**src/rtl/spi_host_queue.sv**
```systemverilog
// SPI host byte queue: TX/RX FIFOs feeding an external shift engine, with chip-select sequencing.
// Optional interrupt output enabled by defining SPI_HOST_QUEUE_IRQ_EN.
module spi_host_queue #(
  parameter int DEPTH = 4
) (
  input  logic       clock_in,
  input  logic       rs,
  input  logic       wr_en,
  input  logic [7:0] wr_data,
  input  logic       rd_en,
  output logic [7:0] rd_data,
  output logic       tx_full,
  output logic       rx_empty,
  output logic       rx_ovf,
  input  logic       clr_ovf,
  output logic [7:0] xfer_byte,
  output logic       xfer_start,
  input  logic       xfer_done,
  input  logic [7:0] xfer_rx,
  output logic       cs,
  output logic       irq
);
  localparam int AW = (DEPTH > 1) ? $clog2(DEPTH) : 1;
  localparam int CW = AW + 1;

  typedef enum logic [2:0] {ST_IDLE, ST_SETUP, ST_LAUNCH, ST_WAIT, ST_HOLD} state_t;

  state_t        state_q, state_d;
  logic [7:0]    tx_mem_q [DEPTH];
  logic [7:0]    rx_mem_q [DEPTH];
  logic [AW-1:0] tx_wp_q, tx_wp_d, tx_rp_q, tx_rp_d;
  logic [AW-1:0] rx_wp_q, rx_wp_d, rx_rp_q, rx_rp_d;
  logic [CW-1:0] tx_cnt_q, tx_cnt_d, rx_cnt_q, rx_cnt_d;
  logic          cs_q, cs_d, xfer_start_q, xfer_start_d, ovf_q, ovf_d;
  logic [7:0]    xfer_byte_q, xfer_byte_d;
  logic          tx_empty, rx_full, tx_push, tx_pop, rx_push, rx_pop, done_ok, ovf_set;

  assign tx_full  = (tx_cnt_q == CW'(DEPTH));
  assign tx_empty = (tx_cnt_q == '0);
  assign rx_full  = (rx_cnt_q == CW'(DEPTH));
  assign rx_empty = (rx_cnt_q == '0);

  // The TX FIFO is never empty in LAUNCH, so popping there needs no extra guard.
  assign tx_pop  = (state_q == ST_LAUNCH);
  assign tx_push = wr_en && (!tx_full || tx_pop);
  assign rx_pop  = rd_en && !rx_empty;
  assign done_ok = (state_q == ST_WAIT) && xfer_done;
  assign rx_push = done_ok && (!rx_full || rx_pop);
  assign ovf_set = done_ok && rx_full && !rx_pop;

  always_comb begin
    tx_wp_d  = tx_wp_q + AW'(tx_push);
    tx_rp_d  = tx_rp_q + AW'(tx_pop);
    rx_wp_d  = rx_wp_q + AW'(rx_push);
    rx_rp_d  = rx_rp_q + AW'(rx_pop);
    tx_cnt_d = tx_cnt_q + CW'(tx_push) - CW'(tx_pop);
    rx_cnt_d = rx_cnt_q + CW'(rx_push) - CW'(rx_pop);
    ovf_d    = ovf_set ? 1'b1 : (clr_ovf ? 1'b0 : ovf_q);
  end

  always_comb begin
    state_d = state_q;
    unique case (state_q)
      ST_IDLE:   if (!tx_empty) state_d = ST_SETUP;
      ST_SETUP:  state_d = ST_LAUNCH;
      ST_LAUNCH: state_d = ST_WAIT;
      ST_WAIT:   if (xfer_done) state_d = tx_empty ? ST_HOLD : ST_LAUNCH;
      ST_HOLD:   state_d = ST_IDLE;
      default:   state_d = ST_IDLE;
    endcase
    // Outputs are registered off the next state so they line up with the state they describe.
    cs_d         = (state_d == ST_IDLE);
    xfer_start_d = (state_d == ST_LAUNCH);
    xfer_byte_d  = (state_d == ST_LAUNCH) ? tx_mem_q[tx_rp_q] : xfer_byte_q;
  end

  always_ff @(posedge clock_in) begin
    if (rs) begin
      state_q      <= ST_IDLE;
      tx_wp_q      <= '0;
      tx_rp_q      <= '0;
      rx_wp_q      <= '0;
      rx_rp_q      <= '0;
      tx_cnt_q     <= '0;
      rx_cnt_q     <= '0;
      cs_q         <= 1'b1;
      xfer_start_q <= 1'b0;
      xfer_byte_q  <= 8'h00;
      ovf_q        <= 1'b0;
    end else begin
      state_q      <= state_d;
      tx_wp_q      <= tx_wp_d;
      tx_rp_q      <= tx_rp_d;
      rx_wp_q      <= rx_wp_d;
      rx_rp_q      <= rx_rp_d;
      tx_cnt_q     <= tx_cnt_d;
      rx_cnt_q     <= rx_cnt_d;
      cs_q         <= cs_d;
      xfer_start_q <= xfer_start_d;
      xfer_byte_q  <= xfer_byte_d;
      ovf_q        <= ovf_d;
    end
  end

  // Storage arrays hold data only; occupancy is tracked by the counters above.
  always_ff @(posedge clock_in) begin
    if (tx_push) tx_mem_q[tx_wp_q] <= wr_data;
    if (rx_push) rx_mem_q[rx_wp_q] <= xfer_rx;
  end

  assign rd_data    = rx_empty ? 8'h00 : rx_mem_q[rx_rp_q];
  assign rx_ovf     = ovf_q;
  assign cs         = cs_q;
  assign xfer_start = xfer_start_q;
  assign xfer_byte  = xfer_byte_q;

`ifdef SPI_HOST_QUEUE_IRQ_EN
  logic done_seen_q, done_seen_d, irq_q, irq_d;

  always_comb begin
    done_seen_d = done_ok ? 1'b1 : (rx_pop ? 1'b0 : done_seen_q);
    irq_d       = (rx_cnt_d != '0) || ovf_d ||
                  ((state_d == ST_IDLE) && (tx_cnt_d == '0) && done_seen_d);
  end

  always_ff @(posedge clock_in) begin
    if (rs) begin
      done_seen_q <= 1'b0;
      irq_q       <= 1'b0;
    end else begin
      done_seen_q <= done_seen_d;
      irq_q       <= irq_d;
    end
  end

  assign irq = irq_q;
`else
  assign irq = 1'b0;
`endif
endmodule

```
**config.mk**
```make
export PLATFORM = sky130hd
export DESIGN_NAME = spi_host_queue
export DESIGN_NICKNAME = d
export VERILOG_FILES = /design/src/rtl/spi_host_queue.sv
export SDC_FILE = /design/constraint.sdc
export NUM_CORES = 1
export LEC_CHECK = 0
export CAP_MARGIN = 20
export CORE_MARGIN = 5
export CORE_UTILIZATION = 42
export CTS_BUF_LIST = sky130_fd_sc_hd__clkbuf_8
export CTS_CLUSTER_DIAMETER = 150
export DETAILED_ROUTE_END_ITERATION = 8
export SETUP_SLACK_MARGIN = 0.1
export SLEW_MARGIN = 20
export SYNTH_ARGS = -nofsm -noshare
export SYNTH_HDL_FRONTEND = slang
export SYNTH_SLANG_ARGS = --single-unit
```
**constraint.sdc**
```tcl
create_clock -name clock_in -period 4.5 [get_ports clock_in]
set_clock_uncertainty 0.2 [all_clocks]
set_input_delay 0.45 -clock clock_in [delete_from_list [all_inputs] [get_ports clock_in]]
set_output_delay 0.45 -clock clock_in [all_outputs]
set_load 0.05 [all_outputs]
```
Yosys cells after proc, flatten, opt, wreduce, memory -nomap -nowiden --
Memories as Yosys holds them, arrays and structs flattened. A register that Yosys moved wholly into a read port is not among the register bits. Cells that the tools add are included.
Cells by class: $add $sub $neg 8, equal/unequal tests 6, multiplexer cells 12, reduce and logical (&&, ||, !) cells 17
Operators with widths (count):
- $logic_not A3 Y1 | 4
- $pmux W3 S4 | 1
- $eq A3 B2 Y1 const B | 3
- $mux W3 | 3
- $add A2 B1 Y2 | 4
- $mux W8 | 1
- $add A3 B1 Y3 | 2
- $eq A3 B3 Y1 const B | 2
- $logic_and A1 B1 Y1 | 6
- $mux W1 | 6
- $sub A3 B1 Y3 | 2
- $logic_not A1 Y1 | 4
- $eq A3 B1 Y1 const B | 1
- $logic_or A1 B1 Y1 | 2
- $mux W2 | 1
- $reduce_bool A2 Y1 | 1
Word-level totals: register bits 20, memory bits (writable) 64, output and inout port bits 22, logic and storage cells 55, memories 2
Memory list:
- rx_mem_q | words 4, width 8, rd ports 1, clocked after Yosys merged registers in 1, wr ports 1, line 30 | logic [7:0] rx_mem_q [DEPTH];
- tx_mem_q | words 4, width 8, rd ports 1, clocked after Yosys merged registers in 1, wr ports 1, line 29 | logic [7:0] tx_mem_q [DEPTH];

Longest topological paths before layout --
depth in word-level cells 7, mapped depth 12, depth with buffers taken out 10

Worst setup path after synthesis --
OpenSTA, ideal clock, no wires.
kind register to register, start point register rx_cnt_q[1], end point register rx_cnt_q[2], library setup time 0.078 ns, arrival 3.384 ns, required time 4.222 ns, slack 0.838 ns, stages on the path, launching flop included 11, buffers on the path 0, clock period less this slack 3.662 ns, cell sequence dfxtp_1 > nor3_1 > nor2b_1 > ha_1 > inv_1 > ha_1 > inv_1 > fa_1 > xor2_1 > and2_1 > nor3_1
On the way: cells in the longest elaborated chain, start to end 7, elaborated cells between the ends (all ways) 9
Ends and longest elaborated chain:
- from (decl) | line 33 | logic [CW-1:0] tx_cnt_q, tx_cnt_d, rx_cnt_q, rx_cnt_d;
- from (signal assigned) | line 97 | rx_cnt_q <= rx_cnt_d;
- $logic_not A3 Y1 (*) | line 41 | assign rx_empty = (rx_cnt_q == '0);
- named net rx_empty | line 13 | output logic rx_empty,
- $logic_not A1 Y1 (*) | line 46 | assign rx_pop = rd_en && !rx_empty;
- $logic_and A1 B1 Y1 (*) | line 46
- $logic_or A1 B1 Y1 | line 48 | assign rx_push = done_ok && (!rx_full || rx_pop);
- $logic_and A1 B1 Y1 | line 48
- $add A3 B1 Y3 | line 57 | rx_cnt_d = rx_cnt_q + CW'(rx_push) - CW'(rx_pop);
- $sub A3 B1 Y3 (*) | line 57
The timed path passes the listed nets; every way through them passes the cells marked *. A chain may end at the register's enable or synchronous reset.

==> reports/metrics.csv <==
stage,metric,value,unit
status,status,"finished, final reports clean",
sta,slew margin rel.,0.3221,
logic_synthesis,number of synthesized register bits,92,
worst_setup_path,Critical R2R Launch,state_q[0]$_SDFF_PP0_,
global_routing,vias in the first global route,2063,
route,drt drc,0,
worst_setup_path,peak fanout along the critical path,9,
die,height of the die,103.7,um
logic_synthesis,Post-synth EDFFs,64,
worst_setup_path,Setup crit end kind,output pin,
die,Die W,103.7,um
sta,post-route minimum period,3094,ps
route,Routed Antenna Nets,0,
final_layout,final core occ,0.5142,
placement,Area after DPL,4224,um^2
job,Max-cap violations,0,
worst_setup_path,startpoint types,flop,
power,Leak,1.505,nW
sta,Tightest Pin Transition,1014,ps
global_routing,met3 GRT Util,0.03545,
placement,GPL Wtd Cong,0.6697,
worst_setup_path,FF-to-FF setup slack,1890,ps
route,drt pass-1 iters,4,
global_routing,initial antenna violation count,0,
logic_synthesis,count of cell types in the netlist,40,
final_layout,Area Growth Syn to Fin,20.39,%
worst_setup_path,worst-case reg-to-reg path depth,10,
power,VDD IR-drop max,0.2144,mV
cts,"CTS clk-pin slew, worst paths",90,ps
route,drt total wl,6.563,mm
logic_synthesis,Yosys warnings,0,
placement,IO buf count,42,
die,core area,8636,um^2
cts,htree depth,3,
sta,Final setup viols,0,
sta,worst hold slack,275.1,ps
cts,clock buffer depth,2,
hold_path,Hold WC Path Type,flop to flop,
global_routing,GRT met2 Usage,0.2049,
logic_synthesis,"Top FF cell, synth",edfxtp_1,
logic_synthesis,cell count after synthesis,237,
cts,CTS resizes,0,
cts,CTS Hold Buffers Added,0,
die,Die ar.,10760,um^2
worst_setup_path,worst r2r dst,rx_cnt_q[2]$_SDFF_PP0_,
route,drt wl/cell,16.66,um
hold_path,Hold Path Cell Cnt,2,
logic_synthesis,Syn Nets,268,
logic_synthesis,"Seq/Total Area, Yosys",0.6730,
worst_setup_path,CP required,3850,ps
sta,Max Slew Vio Count,0,
cts,cts bufs inserted,9,
power,Cell Pwr Density,592.3,nW/um^2
sta,Hold Fails Final Rpt,0,
sta,RSZ-0062 raised after global routing,no,
cts,clk root buf,clkbuf_8,
logic_synthesis,synthesized area per cell,15.56,um^2
final_layout,Post-Layout Inst Area,4441,um^2
cts,# clock sinks,92,
hold_path,Hold Path End,rx_ovf$_SDFFE_PP0P_,
sta,setup TNS,0,ps
placement,hpwl dp,4.480,mm
cts,"Clk Latency, worst-skew pair",340,ps
final_layout,diode count,0,
final_layout,nets,312,
logic_synthesis,Synth area leaders,"edfxtp_1 (52%), dfxtp_1 (15%), mux4_2 (9.8%)",
final_layout,layout cells sized above 1,0.1538,
global_routing,grt ovf,0,
route,vias per cell,5.117,
worst_setup_path,Setup Crit Path Kind,flop to output pin,
logic_synthesis,"area leader, netlist",edfxtp_1,
sta,Achievable Freq,323.2,MHz
hold_path,hold_sp,rx_ovf$_SDFFE_PP0P_,
route,vias,2016,
global_routing,All-Layer GR Usage,0.1246,
global_routing,largest net degree at the start of global routing,27,
die,num rows,34,
die,Initial Util,0.4271,
global_routing,M1 GR Usage,0.1548,
final_layout,fillers,757,
logic_synthesis,async set-reset flop share out of synthesis,0,
cts,post-CTS setup buffer count,0,
cts,CTS tree,built,
logic_synthesis,Synth Cell Area,3689,um^2
die,Top-Level Pins,44,
sta,post-route clock period utilization,0.6876,
logic_synthesis,Yosys top cell area share,0.5210,
global_routing,first-pass GRT wire length,10.56,mm
power,Pwr Total,2.630,mW
route,initial drt markers,68,
global_routing,GR peak layer,met2,
worst_setup_path,crit path DAT,2440,ps
==> sequential cells by signal (all words and copies together), names as in the netlist <==
register / cells
rx_rp_q: 2
xfer_start: 1
rx_cnt_q: 3
tx_cnt_q: 3
xfer_byte: 8
tx_rp_q: 2
tx_wp_q: 2
tx_mem_q: 32
rx_wp_q: 2
cs: 1
rx_ovf: 1
rx_mem_q: 32
state_q: 3
==> cells by family (layout without fill, tap and decap cells) <==
group                    after synthesis  in the layout  share of synthesized area
adder cells (fa/ha/maj)                9              9                    0.03460
AND/OR/NAND/NOR                       67             67                     0.1123
XOR/XNOR                               6              6                    0.01425
multiplexers                          16             16                    0.09769
other                                  1              1                   0.001017
flip-flops                            92             92                     0.6730
AO/OA/AOI/OAI                         23             23                    0.04037
buffers and inverters                 23             72                    0.02680
==> power by group <==
| group | leakage, nW | internal, mW | switching, mW |
|---|---|---|---|
| registers | 0.810 | 1.02 | 0.125 |
| clock network | 0.107 | 0.311 | 0.276 |
| logic | 0.588 | 0.382 | 0.520 |
==> synth_stat cells (all sizes together) (2+ instances only) <==
cell type and n:
o31ai 9, inv 7, xor2 2, nor3b 4, a21oi 9, and2 3, edfxtp 64, buf 7
fa 2, nor2 10, nor2b 18, nand2b 3, xnor2 4, nor3 7, dfxtp 28, and3 2
or3b 2, nand4 9, nor4b 2, o21ai 3, ha 7, mux4 16, clkbuf 9
==> how the worst max path moves through the flow <==
stage | slack [ps] | start | to | cells past startpoint
4_1_cts | 1340 | rx_rp_q[0]$_SDFF_PP0_ | rd_data[5] | 3
2_1_floorplan | 840 | rx_cnt_q[1]$_SDFF_PP0_ | rx_cnt_q[2]$_SDFF_PP0_ | 10
6_report | 1410 | rx_rp_q[0]$_SDFF_PP0_ | rd_data[5] | 3
5_1_grt | 1250 | rx_rp_q[0]$_SDFF_PP0_ | rd_data[5] | 3
3_3_place_gp | 1430 | xfer_done | rx_cnt_q[2]$_SDFF_PP0_ | 11
3_5_place_dp | 1370 | xfer_done | rx_cnt_q[2]$_SDFF_PP0_ | 11
==> critical path: stages, from the launching register on <==
cell and delay [ps]:
dfxtp_1 680, mux4_2 560, nor2b_1 160, clkdlybuf4s50_1 700
==> layout by cell type, fill, tap and decap left out, drive strengths merged, types with 7 or more instances in the layout <==
master	count
a21oi	9
ha	7
buf	7
dfxtp	28
nor2	10
inv	8
nand4	9
nor2b	18
nor3	7
edfxtp	64
clkbuf	9
mux4	16
o31ai	9
clkdlybuf4s50	42
==> layout make-up <==
type	instances	area, um^2	area share
timing repair buffer	49	473.0	0.1065
multi-input combinational	122	1107	0.2494
clock inverter	7	92.59	0.02085
sequential	92	2482	0.5590
clock buffer	9	123.9	0.02790
tap	108	135.1	0.03043
inverter	7	26.28	0.005917
==> per-layer routing <==
layer,vias to the layer above,part of all wire
met4,0,0.012
met3,8,0.043
met5,-,0
li1,984,-
met2,35,0.50
met1,989,0.44
==> through the flow <==
| stage | setup slack [ps] | instances |
|---|---|---|
| after floorplan | 838.3 | 237 |
| after global placement | 1434 | 378 |
| after detailed placement | 1367 | 378 |
| after CTS | 1337 | 394 |
| after global routing | 1251 | 394 |
| final | 1406 | 394 |
Note: power is estimated with default switching activity, not from simulation.
